**src/rtl/fpu_div_seq.sv**
```systemverilog
// Sequential IEEE-754 single-precision divider, restoring radix-2 mantissa loop.
// Optional o_dbz flag port enabled by defining FPU_DIV_DBZ_FLAG_EN.
module fpu_div_seq #(
    parameter int SIZE_DATA = 32,
    parameter int SIZE_EXP  = 8,
    parameter int SIZE_MAN  = 24
) (
    input  logic                 i_clk,
    input  logic                 i_rst,
    input  logic                 i_valid,
    output logic                 o_ready,
    input  logic [SIZE_DATA-1:0] i_32_a,
    input  logic [SIZE_DATA-1:0] i_32_b,
    output logic                 o_valid,
    input  logic                 i_ready,
    output logic [SIZE_DATA-1:0] o_32_div
`ifdef FPU_DIV_DBZ_FLAG_EN
    ,
    output logic                 o_dbz
`endif
);

    localparam int FW   = SIZE_MAN - 1;
    localparam int RW   = SIZE_MAN + 1;
    localparam int QW   = SIZE_MAN + 2;
    localparam int ITER = SIZE_MAN + 2;

    localparam logic [SIZE_EXP-1:0] EMAX = {SIZE_EXP{1'b1}};
    localparam logic [FW-1:0]       QNAN = {1'b1, {(FW-1){1'b0}}};
    localparam logic [4:0]          LAST = 5'(ITER - 1);

    typedef enum logic [1:0] {
        IDLE  = 2'd0,
        DIV   = 2'd1,
        ROUND = 2'd2,
        DONE  = 2'd3
    } state_t;

    state_t state_q, state_d;

    logic                 valid_q;
    logic [SIZE_DATA-1:0] res_q;
    logic                 sign_q;
    logic                 spec_q;
    logic [SIZE_EXP-1:0]  ea_q, eb_q;
    logic [SIZE_MAN-1:0]  mb_q;
    logic [RW-1:0]        rem_q;
    logic [QW-1:0]        q_q;
    logic [4:0]           cnt_q;

    // Operand fields and special-value classification
    logic                 sa, sb, s_in;
    logic [SIZE_EXP-1:0]  ea, eb;
    logic [FW-1:0]        fa, fb;
    logic a_zero, a_inf, a_nan, b_zero, b_inf, b_nan;
    logic is_nan, is_inf, is_zero, special;
    logic [SIZE_DATA-1:0] spec_res;

    assign sa = i_32_a[SIZE_DATA-1];
    assign sb = i_32_b[SIZE_DATA-1];
    assign ea = i_32_a[SIZE_DATA-2 -: SIZE_EXP];
    assign eb = i_32_b[SIZE_DATA-2 -: SIZE_EXP];
    assign fa = i_32_a[FW-1:0];
    assign fb = i_32_b[FW-1:0];
    assign s_in = sa ^ sb;

    assign a_zero = (ea == '0);
    assign b_zero = (eb == '0);
    assign a_inf  = (ea == EMAX) && (fa == '0);
    assign b_inf  = (eb == EMAX) && (fb == '0);
    assign a_nan  = (ea == EMAX) && (fa != '0);
    assign b_nan  = (eb == EMAX) && (fb != '0);

    assign is_nan  = a_nan | b_nan | (a_zero & b_zero) | (a_inf & b_inf);
    assign is_inf  = a_inf | b_zero;
    assign is_zero = a_zero | b_inf;
    assign special = is_nan | is_inf | is_zero;

    // Fixed encodings for special operands, NaN taking precedence
    always_comb begin
        spec_res = {s_in, {SIZE_EXP{1'b0}}, {FW{1'b0}}};
        if (is_nan)
            spec_res = {s_in, EMAX, QNAN};
        else if (is_inf)
            spec_res = {s_in, EMAX, {FW{1'b0}}};
    end

    // One restoring step; the difference fits SIZE_MAN bits whenever rem>=mb
    logic                ge;
    logic [SIZE_MAN-1:0] diff;
    logic [RW-1:0]       rem_nxt;
    logic [QW-1:0]       q_nxt;

    assign ge      = (rem_q >= {1'b0, mb_q});
    assign diff    = rem_q[SIZE_MAN-1:0] - mb_q;
    assign rem_nxt = ge ? {diff, 1'b0} : {rem_q[SIZE_MAN-1:0], 1'b0};
    assign q_nxt   = {q_q[QW-2:0], ge};

    // Normalise, round to nearest even and range-check the quotient
    logic [SIZE_MAN-1:0]  mant;
    logic                 g, st, inc, carry;
    logic [FW-1:0]        frac;
    logic signed [9:0]    e_base, e_fin;
    logic [SIZE_DATA-1:0] rnd_res;

    always_comb begin
        if (q_q[QW-1]) begin
            mant   = q_q[QW-1:2];
            g      = q_q[1];
            st     = q_q[0] | (rem_q != '0);
            e_base = $signed({2'b00, ea_q}) - $signed({2'b00, eb_q}) + 10'sd127;
        end else begin
            mant   = q_q[QW-2:1];
            g      = q_q[0];
            st     = (rem_q != '0);
            e_base = $signed({2'b00, ea_q}) - $signed({2'b00, eb_q}) + 10'sd126;
        end
        inc   = g & (st | mant[0]);
        carry = inc & (&mant);
        frac  = mant[FW-1:0] + {{(FW-1){1'b0}}, inc};
        e_fin = carry ? e_base + 10'sd1 : e_base;
        if (e_fin >= 10'sd255)
            rnd_res = {sign_q, EMAX, {FW{1'b0}}};
        else if (e_fin <= 10'sd0)
            rnd_res = {sign_q, {SIZE_EXP{1'b0}}, {FW{1'b0}}};
        else
            rnd_res = {sign_q, e_fin[SIZE_EXP-1:0], frac};
    end

    // Next-state logic; specials pass through ROUND to align output timing
    always_comb begin
        state_d = state_q;
        unique case (state_q)
            IDLE:    if (i_valid) state_d = special ? ROUND : DIV;
            DIV:     if (cnt_q == LAST) state_d = ROUND;
            ROUND:   state_d = DONE;
            DONE:    if (valid_q && i_ready) state_d = IDLE;
            default: state_d = IDLE;
        endcase
    end

    // State register
    always_ff @(posedge i_clk) begin
        if (i_rst)
            state_q <= IDLE;
        else
            state_q <= state_d;
    end

    // Datapath: operand capture, iteration, result and output valid
    always_ff @(posedge i_clk) begin
        if (i_rst) begin
            valid_q <= 1'b0;
            res_q   <= '0;
            sign_q  <= 1'b0;
            spec_q  <= 1'b0;
            ea_q    <= '0;
            eb_q    <= '0;
            mb_q    <= '0;
            rem_q   <= '0;
            q_q     <= '0;
            cnt_q   <= '0;
        end else begin
            unique case (state_q)
                IDLE: begin
                    if (i_valid) begin
                        sign_q <= s_in;
                        spec_q <= special;
                        ea_q   <= ea;
                        eb_q   <= eb;
                        mb_q   <= {1'b1, fb};
                        rem_q  <= {2'b01, fa};
                        q_q    <= '0;
                        cnt_q  <= '0;
                        if (special) res_q <= spec_res;
                    end
                end
                DIV: begin
                    rem_q <= rem_nxt;
                    q_q   <= q_nxt;
                    cnt_q <= cnt_q + 5'd1;
                end
                ROUND: begin
                    if (!spec_q) res_q <= rnd_res;
                end
                DONE: begin
                    if (!valid_q)
                        valid_q <= 1'b1;
                    else if (i_ready)
                        valid_q <= 1'b0;
                end
                default: ;
            endcase
        end
    end

    assign o_ready  = (state_q == IDLE);
    assign o_valid  = valid_q;
    assign o_32_div = res_q;

`ifdef FPU_DIV_DBZ_FLAG_EN
    logic dbz_pend_q, dbz_q;

    // Divide-by-zero flag: latched at accept, shown with o_valid
    always_ff @(posedge i_clk) begin
        if (i_rst) begin
            dbz_pend_q <= 1'b0;
            dbz_q      <= 1'b0;
        end else begin
            if (state_q == IDLE && i_valid)
                dbz_pend_q <= b_zero & ~a_zero & ~a_inf & ~a_nan;
            if (state_q == DONE) begin
                if (!valid_q)
                    dbz_q <= dbz_pend_q;
                else if (i_ready)
                    dbz_q <= 1'b0;
            end
        end
    end

    assign o_dbz = dbz_q;
`endif

endmodule

```
**config.mk**
```make
export PLATFORM = sky130hd
export DESIGN_NAME = fpu_div_seq
export DESIGN_NICKNAME = d
export VERILOG_FILES = /design/src/rtl/fpu_div_seq.sv
export SDC_FILE = /design/constraint.sdc
export NUM_CORES = 1
export LEC_CHECK = 0
export CAP_MARGIN = 30
export CORE_UTILIZATION = 25
export DETAILED_ROUTE_END_ITERATION = 12
export DONT_BUFFER_PORTS = 1
export PLACE_DENSITY = 0.4
export SLEW_MARGIN = 5
export SYNTH_ARGS = -nofsm -noshare
export SYNTH_HDL_FRONTEND = slang
export SYNTH_SLANG_ARGS = --single-unit
```
**constraint.sdc**
```tcl
create_clock -name i_clk -period 4 [get_ports i_clk]
set_clock_uncertainty 0.05 [all_clocks]
set_input_delay 0.6 -clock i_clk [delete_from_list [all_inputs] [get_ports i_clk]]
set_output_delay 0.6 -clock i_clk [all_outputs]
set_load 0.005 [all_outputs]
```
==> flow_summary.ini <==
[run_status]
status = completed

[die]
core_um2 = 33870
die-area_um2 = 35430
die_w_um = 188.2
die_h_um = 188.2
initial_utilization_pct = 25.60
rows = 67
ioPinCount = 102

[yosys]
synth-main-ff-cell = dfxtp_1
synth_edf_count = 0
ys_warn_count = 0
async_flop_share_pct = 0
syn_nets = 1208
synth_seq_cells = 133
synth.distinct_cells = 82
synth_area_um2 = 8671
syn_inst = 1094
ys_seq_area_share_pct = 30.71
avgSynthCellArea_um2 = 7.926

[power_and_ir_drop]
seq_power_share_pct = 20.1
swShare_pct = 44.06
p_leak_nw = 3.641
internal_power_mw = 5.010
power.density_nw_per_um2 = 890.1
power_frac_comb_pct = 59.9
power_switching_mw = 3.947
irDropWorstVdd_mv = 0.3328
pwr-share-clk_pct = 19.9

[clocking]
clock_latency_ps = 440
cts_root_buf = clkbuf_16
cts_tree = done
ctsHtreeMaxLevel = 4
clock-sinks = 133
cts_made_buffers = 17
postCtsHoldBufs = 0
cts_buffer_depth = 2
clkTransAtPathRegs_ps = 60

[worst_setup_path]
cp-start-kind = register
crit_path_start = eb_q[1]
crit_required_ps = 4280
path_max_fanout = 5
worstPathArrival_ps = 4030
rr_startpoint = eb_q[1]
path_class = register to register
cp-end-kind = register

[global_routing]
antenna_found_initial = 0
grt_pass1_vias = 7625
grt_max_degree = 115
grt_pass1_wl_mm = 43.35
gr-usage-all-layers_pct = 15.52
grt-ovfl-total = 0

[layout]
layout.nets = 1205
final_core_util_pct = 29.71
mostFrequentLayoutCell = nand2_1
diodes = 0
drive_above_1_share_pct = 11.60
area_growth_pct = 16.05
final_cell_mix = nand2_1 (136), dfxtp_1 (132), a21oi_1 (91)

[timing]
period_share_pct = 93.70
slew_viol_final = 0
setup_viol = 0
period_minus_slack_ps = 3748
worst_pin_slew_ps = 812.5
finalHoldViolCount = 0
fin_setup_tns_ps = 0
slew_headroom_pct = 45.83
rsz0062_at_grt = false
fmax_ghz = 0.2668

[place]
io_buffer_count = 0
dp_hpwl_mm = 19.88
gp_congestion = 0.7969

[hold_path]
worst_hold_path_type = input port to register
hp-start = i_rst

[route]
vias = 7889
avgRoutedWirePerCell_um = 17.89
drc = 0
drt_wl_total_mm = 27.75
postRouteAntennaNets = 0
drt_first_pass_iters = 5
drt_iter0_drc = 419
viasPerCell = 5.086

[job]
drv_cap = 0
sequential cells by signal (all words and copies together), names as in the netlist:
| signal | cells |
|---|---|
| o_32_div | 32 |
| q_q | 26 |
| rem_q | 25 |
| mb_q | 24 |
| ea_q | 8 |
| eb_q | 8 |
| cnt_q | 5 |
| state_q | 2 |
| o_valid | 1 |
| sign_q | 1 |
| spec_q | 1 |
power by group through the flow:
stage,sequential (mW),clock (mW),combinational [mW]
2_1_floorplan,1.76,0,3.93
3_3_place_gp,1.83,0,5.21
3_5_place_dp,1.83,0,5.18
4_1_cts,1.80,1.84,5.21
5_1_grt,1.84,1.90,5.97
6_report,1.80,1.79,5.37
stage by stage:
stage               std cells  worst slack [ps]  instance area (um^2)  hold WS (ps)  total power, mW
global placement         1511             194.2                  9245         391.5            7.041
detailed placement       1511             78.96                  9245         397.1            7.011
floorplan                1094             158.1                  8671         386.3            5.692
global route             1551             1.376                 10060         179.1            9.712
CTS                      1542             53.55                  9899         176.6            8.854
finish                   1551             252.0                 10060         191.4            8.956
worst paths after layout:
kind,to,slack (ps),depth (start not counted)
setup / recovery,o_32_div[16],250,15
hold reg to reg,mb_q[18],410,2
setup reg to reg,o_32_div[16],250,15
hold / removal,o_valid,190,1
cell usage after synthesis (6+ instances only):
master | instances | area, um^2
a211oi_1 | 19 | 142.6
a21o_1 | 18 | 135.1
a21oi_1 | 94 | 470.5
a22o_1 | 20 | 175.2
a22oi_1 | 49 | 367.9
a311oi_1 | 14 | 122.6
and2_1 | 7 | 43.79
and3_1 | 8 | 50.05
buf_1 | 9 | 33.78
clkbuf_1 | 49 | 183.9
dfxtp_1 | 133 | 2663
ha_1 | 45 | 563.0
inv_1 | 62 | 232.7
mux2i_1 | 31 | 310.3
nand2_1 | 137 | 514.2
nand2b_1 | 13 | 81.33
nand3_1 | 19 | 95.09
nand4_1 | 21 | 131.4
nor2_1 | 85 | 319.1
nor2b_1 | 9 | 56.30
nor3_1 | 20 | 100.1
nor4_1 | 24 | 150.1
o211ai_1 | 8 | 60.06
o21ai_0 | 24 | 120.1
o22ai_1 | 20 | 125.1
or2_2 | 6 | 37.54
xnor2_1 | 30 | 262.8
xor2_1 | 17 | 148.9
layout make-up:
class                      count  area (um^2)
sequential                   133         2664
inverter                      62        232.7
multi-input combinational    837         5639
clock buffer                  19        452.9
clock inverter                12        201.4
timing repair buffer          40        311.5
tap                          448        560.5
fill                        3704        23810
layer usage:
metal	global-route usage (%)	wire (um)	vias to the layer above	part of all wire, %
met5	0	0	-	0
met4	4.253	317	0	1.1
met3	3.539	1218	23	4.4
met2	24.44	12700	165	46
met1	21.11	13510	3724	49
li1	-	-	3977	-
worst max-delay path, cell delays in order, from the launching register on:
cell and delay [ps]:
dfxtp_1 330, inv_1 40, ha_1 330, nor2b_4 170
nor2_1 220, xnor2_2 160, ha_1 260, or3_1 300
o21ai_0 130, and4_1 320, o211ai_4 130, xor2_2 210
xor2_2 270, nand2_2 180, and3b_2 310, a22o_1 210
cells by family after synthesis:
| group | Yosys count | synth area share (%) |
|---|---|---|
| compound gates | 321 | 25.66 |
| xor+xnor | 51 | 5.570 |
| fa+ha+maj | 47 | 6.840 |
| buf+inv | 128 | 5.931 |
| flops | 133 | 30.71 |
| mux | 35 | 4.098 |
| simple gates | 379 | 21.20 |
timing repair:
action,in CTS,in global routing
resized for setup,0,17
buffers inserted,0,4
setup endpoints to repair,0,22
(Power assumes the default switching activity.)
